File: src/rtl/cu_definitions_pkg.sv
// Shared control-unit definitions for the trig sequencer and its CORDIC datapath.
package cu_definitions_pkg;

  typedef enum logic [1:0] {
    ST_IDLE = 2'd0,
    ST_LOAD = 2'd1,
    ST_ITER = 2'd2,
    ST_DONE = 2'd3
  } trig_state_t;

  // Gain pre-load for the datapath x accumulator, 0.607253 in Q2.30
  localparam logic [31:0] CORDIC_K      = 32'h26DD3B6A;
  localparam logic        TRIG_SIN      = 1'b0;
  localparam logic        TRIG_COS      = 1'b1;
  localparam logic [1:0]  TRIG_MEMTOREG = 2'b11;

endpackage

File: src/rtl/trig_sequencer.sv
// Multi-cycle SIN/COS sequencer: stalls the front-end, steps the CORDIC datapath,
// and hands the selected accumulator back to writeback with its destination tag.
//
// state   | meaning
// --------+---------------------------------------------------------
// IDLE    | waiting for start; accept captures sel/dest/angle
// LOAD    | datapath seeds x=K, y=0, z=angle_q
// ITER    | one micro-rotation per cycle, index 0..ITERATIONS-1
// DONE    | result_valid strobe; pipeline released this cycle
module trig_sequencer
  import cu_definitions_pkg::*;
#(
  parameter int DATA_W     = 32,
  parameter int ITERATIONS = 16,
  parameter int ITER_W     = $clog2(ITERATIONS)
) (
  input  logic              clk,
  input  logic              rst_n,
  input  logic              start,
  input  logic              trig_sel,
  input  logic [DATA_W-1:0] angle,
  input  logic [3:0]        dest_reg,
  input  logic              abort,
  input  logic [DATA_W-1:0] cordic_x,
  input  logic [DATA_W-1:0] cordic_y,
  output logic              stall,
  output logic              busy,
  output logic              cordic_load,
  output logic [DATA_W-1:0] angle_q,
  output logic              iter_en,
  output logic [ITER_W-1:0] iter_idx,
  output logic [DATA_W-1:0] result,
  output logic [3:0]        result_reg,
  output logic              result_valid
);

  localparam logic [ITER_W-1:0] LAST_IDX = ITER_W'(ITERATIONS - 1);

  trig_state_t       state_q, state_d;
  logic [ITER_W-1:0] cnt_q;
  logic              sel_q;
  logic [3:0]        dest_q;
  logic              accept;
  logic              last_iter;

  assign accept    = (state_q == ST_IDLE) && start && !abort;
  assign last_iter = (state_q == ST_ITER) && (cnt_q == LAST_IDX);

  always_ff @(posedge clk or negedge rst_n) begin
    if (!rst_n) state_q <= ST_IDLE;
    else        state_q <= state_d;
  end

  always_comb begin
    state_d = state_q;
    case (state_q)
      ST_IDLE: if (accept) state_d = ST_LOAD;
      ST_LOAD: state_d = abort ? ST_IDLE : ST_ITER;
      ST_ITER: begin
        if (abort)          state_d = ST_IDLE;
        else if (last_iter) state_d = ST_DONE;
      end
      ST_DONE: state_d = ST_IDLE;
      default: state_d = ST_IDLE;
    endcase
  end

  // stall is gated by rst_n so a held start cannot stall the pipe during reset
  always_comb begin
    cordic_load  = (state_q == ST_LOAD);
    iter_en      = (state_q == ST_ITER);
    busy         = (state_q == ST_LOAD) || (state_q == ST_ITER);
    result_valid = (state_q == ST_DONE);
    stall        = rst_n && (accept || busy);
  end

  assign iter_idx = cnt_q;

  always_ff @(posedge clk or negedge rst_n) begin
    if (!rst_n) begin
      cnt_q      <= '0;
      sel_q      <= TRIG_SIN;
      dest_q     <= '0;
      angle_q    <= '0;
      result     <= '0;
      result_reg <= '0;
    end else begin
      if (accept) begin
        sel_q   <= trig_sel;
        dest_q  <= dest_reg;
        angle_q <= angle;
      end
      // Counter is nonzero only inside ITER, so iter_idx idles at 0.
      if ((state_q == ST_ITER) && !abort && !last_iter) cnt_q <= cnt_q + 1'b1;
      else                                              cnt_q <= '0;
      if (last_iter && !abort) begin
        result     <= (sel_q == TRIG_COS) ? cordic_x : cordic_y;
        result_reg <= dest_q;
      end
    end
  end

endmodule

File: config.mk
export PLATFORM = sky130hd
export DESIGN_NAME = trig_sequencer
export DESIGN_NICKNAME = d
export VERILOG_FILES = /design/src/rtl/cu_definitions_pkg.sv /design/src/rtl/trig_sequencer.sv
export SDC_FILE = /design/constraint.sdc
export NUM_CORES = 1
export LEC_CHECK = 0
export CAP_MARGIN = 20
export CORE_MARGIN = 4
export CORE_UTILIZATION = 40
export DETAILED_ROUTE_END_ITERATION = 16
export PLACE_DENSITY = 0.77
export SYNTH_ARGS = -nofsm -noshare
export SYNTH_HDL_FRONTEND = slang
export SYNTH_SLANG_ARGS = --single-unit
export TNS_END_PERCENT = 20
File: constraint.sdc
create_clock -name clk -period 1.8 [get_ports clk]
set_input_delay 0.36 -clock clk [delete_from_list [all_inputs] [get_ports clk]]
set_output_delay 0.36 -clock clk [all_outputs]
set_load 0.02 [all_outputs]
==> out/results.ini, run 1 <==
[route]
vias_per_cell = 4.88
drc = 0
wire_per_inst_um = 16.3
drtIter0Drc = 95
dr_total_vias = 2774
ant_nets = 0
firstDrtPassIters = 4
drt-total-wl_mm = 9.28

[sta]
finalSetupTns_ns = 0
maxSlewHeadroom = 0.624
tightest_slew_ns = 0.564
slew_violations = 0
fin_crit_ns = 1.75
setup_viol = 0
hold_violations = 0
min_period_over_period = 0.973
worst_clock_skew_ns = 0.0137
max_freq_mhz = 571
rsz0062_at_grt = true

[power]
max-vdd-ir-drop_mv = 0.834
power.leakage_uw = 0.00259
p_per_area_nw_per_um2 = 1210

[min_path]
holdCritPathClass = input port to async pin

[worst_setup_path]
start_kind = register
rrSetupSlack_ns = 0.08
critPathMaxFanout = 4
cp.arrival_ns = 1.39
crit_required_ns = 1.44
crit_type = register to output port
rr_worst_depth = 5
r2r_end = angle_q[21]$_DFFE_PN0P_
crit_path_end_kind = output port
r2r-start = state_q[1]$_DFFE_PN0P_

[layout]
finalNonFillerCells = 568
final_core_util = 0.657
nNetsFinal = 567
drive_above_1_share = 0.178
largest_reg_flops = 36
syn_to_final_growth_pct = 61.3
insertedDiodeCount = 0

[logic_synthesis]
synthCells = 267
synth_common_cells = dfrtp_1 (79), a21oi_1 (65), mux2i_1 (33), mux2_2 (22), mux2_4 (19)
synth_top_area_cell = dfrtp_1
synth.most_common_cell = dfrtp_1
synth_cell_types = 24
async_reset_ff_frac = 1.00
ys_seq_area_frac = 0.559
synth_mux_area_frac = 0.244
syn_area_um2 = 3530
synth_edf_count = 0
yosys.area_share.simple = 0.0258
ys.flop_type = dfrtp_1
synthesis.nets = 379
synth_top_area_frac = 0.559
avgSynthCellArea_um2 = 13.2
synthAdderAreaFrac = 0.0248
ys_seq_elements = 79
synth_xor_xnor_area_share = 0.00496
synth_top_family_by_area = multiplexers
yosys-top-cells-area = dfrtp_1 (56%), mux2i_1 (9.3%), a21oi_1 (9.2%)
ys_warn_count = 0
synth_compound_area_frac = 0.100

[clock_network]
cts.sinks = 79
htreeDepth = 3
cts_root_buffer = clkbuf_8
clk_pin_slew_ns = 0.08
cts_made_buffers = 9
post-cts-setup-buffer-count = 0
insertion_delay_ns = 0.34
clockBufferDepth = 2
cts_tree = done

[run]
cap_violations = 0

[placement]
hpwlAfterDp_mm = 7.05
finalWeightedCongestion = 0.744
placedCellCount = 551
io_buffer_count = 181

[global_route]
grt_usage = 0.173
grt_pass1_vias = 2928
grt_start_max_net_pins = 80
grt_pass1_wl_mm = 14.1
overflow = 0
grt_antenna_before_repair = 0

[floorplan]
rows = 34
dieArea_um2 = 10400
die_w_um = 102
initial_core_util = 0.407
die_h_um = 102
ios = 182
coreArea_um2 = 8680

[outcome]
outcome = completed

==> cells in the final DEF (no fill, tap or decap), types with 3 or more instances in the layout <==
cell and count:
clkdlybuf4s50_1 173, dfrtp_1 78, a21oi_1 65, mux2i_1 33
mux2_2 22, mux2_4 19, buf_4 13, clkbuf_8 10
ha_1 6, nor2_1 4, buf_12 4, clkinvlp_4 3
==> repair_timing <==
item / CTS / global route
hold buffers: 0 / 0
gates cloned: 0 / 0
resized for setup: 13 / 8
setup endpoints to repair: 24 / 29
==> cells by family (layout without fill, tap and decap cells) <==
kind of cell	count (synthesis)	after routing
flops	79	79
xor+xnor	2	2
fa+ha+maj	7	7
buf+inv	22	215
compound gates	69	69
mux	74	74
simple gates	14	14
==> per-stage QoR <==
stage,total power (uW),hold slack (ns),instance area [um2],setup WS [ns]
after global placement,5720,0.480,5500,-0.270
after detailed placement,5820,0.485,5500,-0.289
after CTS,6980,0.333,5680,-0.130
after floorplan,4330,0.0644,3540,0.0766
final,6910,0.113,5700,0.0494
after global routing,7320,0.143,5700,-0.0686
==> per-layer routing <==
layer | track usage | vias up | share of wire | routed length (um)
met4 | 0.0515 | 0 | 0.015 | 138
li1 | - | 1324 | - | -
met5 | 0 | - | 0 | 0
met1 | 0.196 | 1317 | 0.37 | 3450
met2 | 0.312 | 120 | 0.51 | 4730
met3 | 0.0546 | 13 | 0.10 | 963
==> where the power goes <==
part	internal (uW)	switching (uW)	total, uW
logic	1830	1440	3270
registers	2230	255	2480
clock network	542	615	1160
==> how the worst max path moves through the flow <==
stage / cells after the start / start / slack [ns] / endpoint
3_3_place_gp: 4 / start / -0.27 / stall
3_5_place_dp: 4 / start / -0.29 / stall
2_1_floorplan: 6 / state_q[0]$_DFFE_PN0P_ / 0.08 / stall
4_1_cts: 5 / state_q[1]$_DFFE_PN0P_ / -0.13 / stall
6_report: 3 / state_q[1]$_DFFE_PN0P_ / 0.05 / busy
5_1_grt: 5 / state_q[0]$_DFFE_PN0P_ / -0.07 / stall
==> critical path, cell delays in order, from the launching register on <==
cell and delay [ns]:
dfrtp_1 0.38, inv_2 0.07, ha_1 0.30, clkdlybuf4s15_1 0.31
==> layout make-up <==
type                       count  area (um2)
sequential                    79        1980
tap                          108         135
timing repair buffer         196        1970
clock inverter                 4        31.3
fill                         724        2980
inverter                       3        11.3
clock buffer                  12         145
multi-input combinational    166        1430
No activity file was read; power rests on OpenSTA's default activity.
==> inputs of run 2 (changes only) <==
--- a/config.mk
+++ b/config.mk
@@ -8,6 +8,7 @@
 export CAP_MARGIN = 20
 export CORE_MARGIN = 4
 export CORE_UTILIZATION = 40
+export CTS_CLUSTER_SIZE = 30
 export DETAILED_ROUTE_END_ITERATION = 16
 export PLACE_DENSITY = 0.77
 export SYNTH_ARGS = -nofsm -noshare
==> results of run 2 <==
Final layout, timing and power as in run 1 (identical DEF).
==> inputs of run 3 (changes only) <==
--- a/config.mk
+++ b/config.mk
@@ -10,6 +10,7 @@
 export CORE_UTILIZATION = 40
 export CTS_CLUSTER_SIZE = 30
 export DETAILED_ROUTE_END_ITERATION = 16
+export HOLD_SLACK_MARGIN = 0.15
 export PLACE_DENSITY = 0.77
 export SYNTH_ARGS = -nofsm -noshare
 export SYNTH_HDL_FRONTEND = slang
==> run 3 against run 2 <==
Die area unchanged. Via count about the same. Register-to-register slack about the same. Critical path type unchanged. Utilization increased by 0.12 points. Routed wire length about the same. First-iteration DRC count decreased by 8.4%. Highest routed layer unchanged. Cell area increased by 0.18%.
==> out/results.ini, run 3 (synthesized netlist as in run 1, its figures left out) <==
[min_path]
whs_endpoint = iter_idx[0]$_DFF_PN0_
holdPathStages = 1
holdCritPathClass = register to register
hp-start = iter_idx[0]$_DFF_PN0_

[global_route]
grt_pass1_wl_mm = 14.1
grt_start_max_net_pins = 80
grt_pass1_vias = 2928
grt_usage = 0.173
overflow = 0
grt_antenna_before_repair = 0

[layout]
layout_commonest_cell = clkdlybuf4s50_1
final_cell_mix = clkdlybuf4s50_1 (173), dfrtp_1 (78), a21oi_1 (65)
nFillCells = 723
nNetsFinal = 568
insertedDiodeCount = 0
finalNonFillerCells = 569
drive_above_1_share = 0.178
largest_reg_flops = 36
syn_to_final_growth_pct = 61.6

[sta]
min_period_over_period = 0.973
hold_violations = 0
finalSetupTns_ns = 0
worst_clock_skew_ns = 0.0137
setup_viol = 0
slew_violations = 0
tightest_slew_ns = 0.564
max_freq_mhz = 571
maxSlewHeadroom = 0.624
fin_crit_ns = 1.75
rsz0062_at_grt = true

[clock_network]
cts.sinks = 79
cts_root_buffer = clkbuf_8
clockBufferDepth = 2
cts_tree = done
htreeDepth = 3
post-cts-setup-buffer-count = 0
cts_made_buffers = 9
insertion_delay_ns = 0.34
clk_pin_slew_ns = 0.07

[worst_setup_path]
crit_type = register to output port
r2r_end = angle_q[21]$_DFFE_PN0P_
rrSetupSlack_ns = 0.08
start_kind = register
crit_path_end_kind = output port
crit_required_ns = 1.44
rr_worst_depth = 5
r2r-start = state_q[1]$_DFFE_PN0P_
critPathMaxFanout = 4
cp.arrival_ns = 1.39

[floorplan]
die_w_um = 102
ios = 182
coreArea_um2 = 8680
dieArea_um2 = 10400
die_h_um = 102
rows = 34
initial_core_util = 0.407

[route]
firstDrtPassIters = 4
dr_total_vias = 2775
vias_per_cell = 4.88
wire_per_inst_um = 16.3
drt-total-wl_mm = 9.29
drtIter0Drc = 87
ant_nets = 0
drc = 0

[power]
p_per_area_nw_per_um2 = 1210
power.leakage_uw = 0.00260
max-vdd-ir-drop_mv = 0.834

[run]
cap_violations = 0

[placement]
placedCellCount = 551
finalWeightedCongestion = 0.744
io_buffer_count = 181
hpwlAfterDp_mm = 7.05

[outcome]
outcome = completed

[run 3: layout make-up]
cell class | instances | area, um2 | share of cell area
Clock inverter | 4 | 31.3 | 0.00548
Timing Repair Buffer | 197 | 1980 | 0.346
Tap cell | 108 | 135 | 0.0237
Multi-Input combinational cell | 166 | 1430 | 0.251
Sequential cell | 79 | 1980 | 0.346
Inverter | 3 | 11.3 | 0.00197
Clock buffer | 12 | 145 | 0.0254
[run 3: where the power goes]
group / internal, uW / switching [uW]
Sequential: 2230 / 255
Clock: 542 / 615
Combinational: 1830 / 1440
Total: 4600 / 2310
[run 3: what timing repair did]
| item | CTS | global route |
|---|---|---|
| gates resized for setup | 13 | 8 |
| endpoints found under the setup margin | 24 | 29 |
| hold buffers | 0 | 1 |
| endpoints found under the hold margin | 0 | 4 |
[run 3: worst max path at each step]
stage                            from    end  cells past startpoint
3_5_place_dp                    start  stall                      4
5_1_grt        state_q[0]$_DFFE_PN0P_  stall                      5
2_1_floorplan  state_q[0]$_DFFE_PN0P_  stall                      6
6_report       state_q[1]$_DFFE_PN0P_   busy                      3
4_1_cts        state_q[1]$_DFFE_PN0P_  stall                      5
3_3_place_gp                    start  stall                      4
[run 3: metrics by stage]
stage / power (uW) / hold WS [ns] / setup WS (ns) / instance area [um2] / utilization
after CTS: 6980 / 0.333 / -0.130 / 5680 / 0.654
after global placement: 5720 / 0.480 / -0.270 / 5500 / 0.633
after detailed placement: 5820 / 0.485 / -0.289 / 5500 / 0.633
final: 6910 / 0.497 / 0.0494 / 5710 / 0.658
after floorplan: 4330 / 0.0644 / 0.0766 / 3540 / -
after global routing: 7320 / 0.516 / -0.0686 / 5710 / 0.658
[run 3: worst max-delay path: stages, from the launching register on]
cell and delay [ns]:
dfrtp_1 0.38, inv_2 0.07, ha_1 0.30, clkdlybuf4s15_1 0.31
[run 3: per-layer routing]
layer,wire [um],GRT usage,vias up,share of wire
li1,-,-,1326,-
met5,0,0,-,0
met4,138,0.0515,0,0.015
met3,956,0.0546,13,0.10
met1,3470,0.196,1313,0.37
met2,4720,0.312,123,0.51
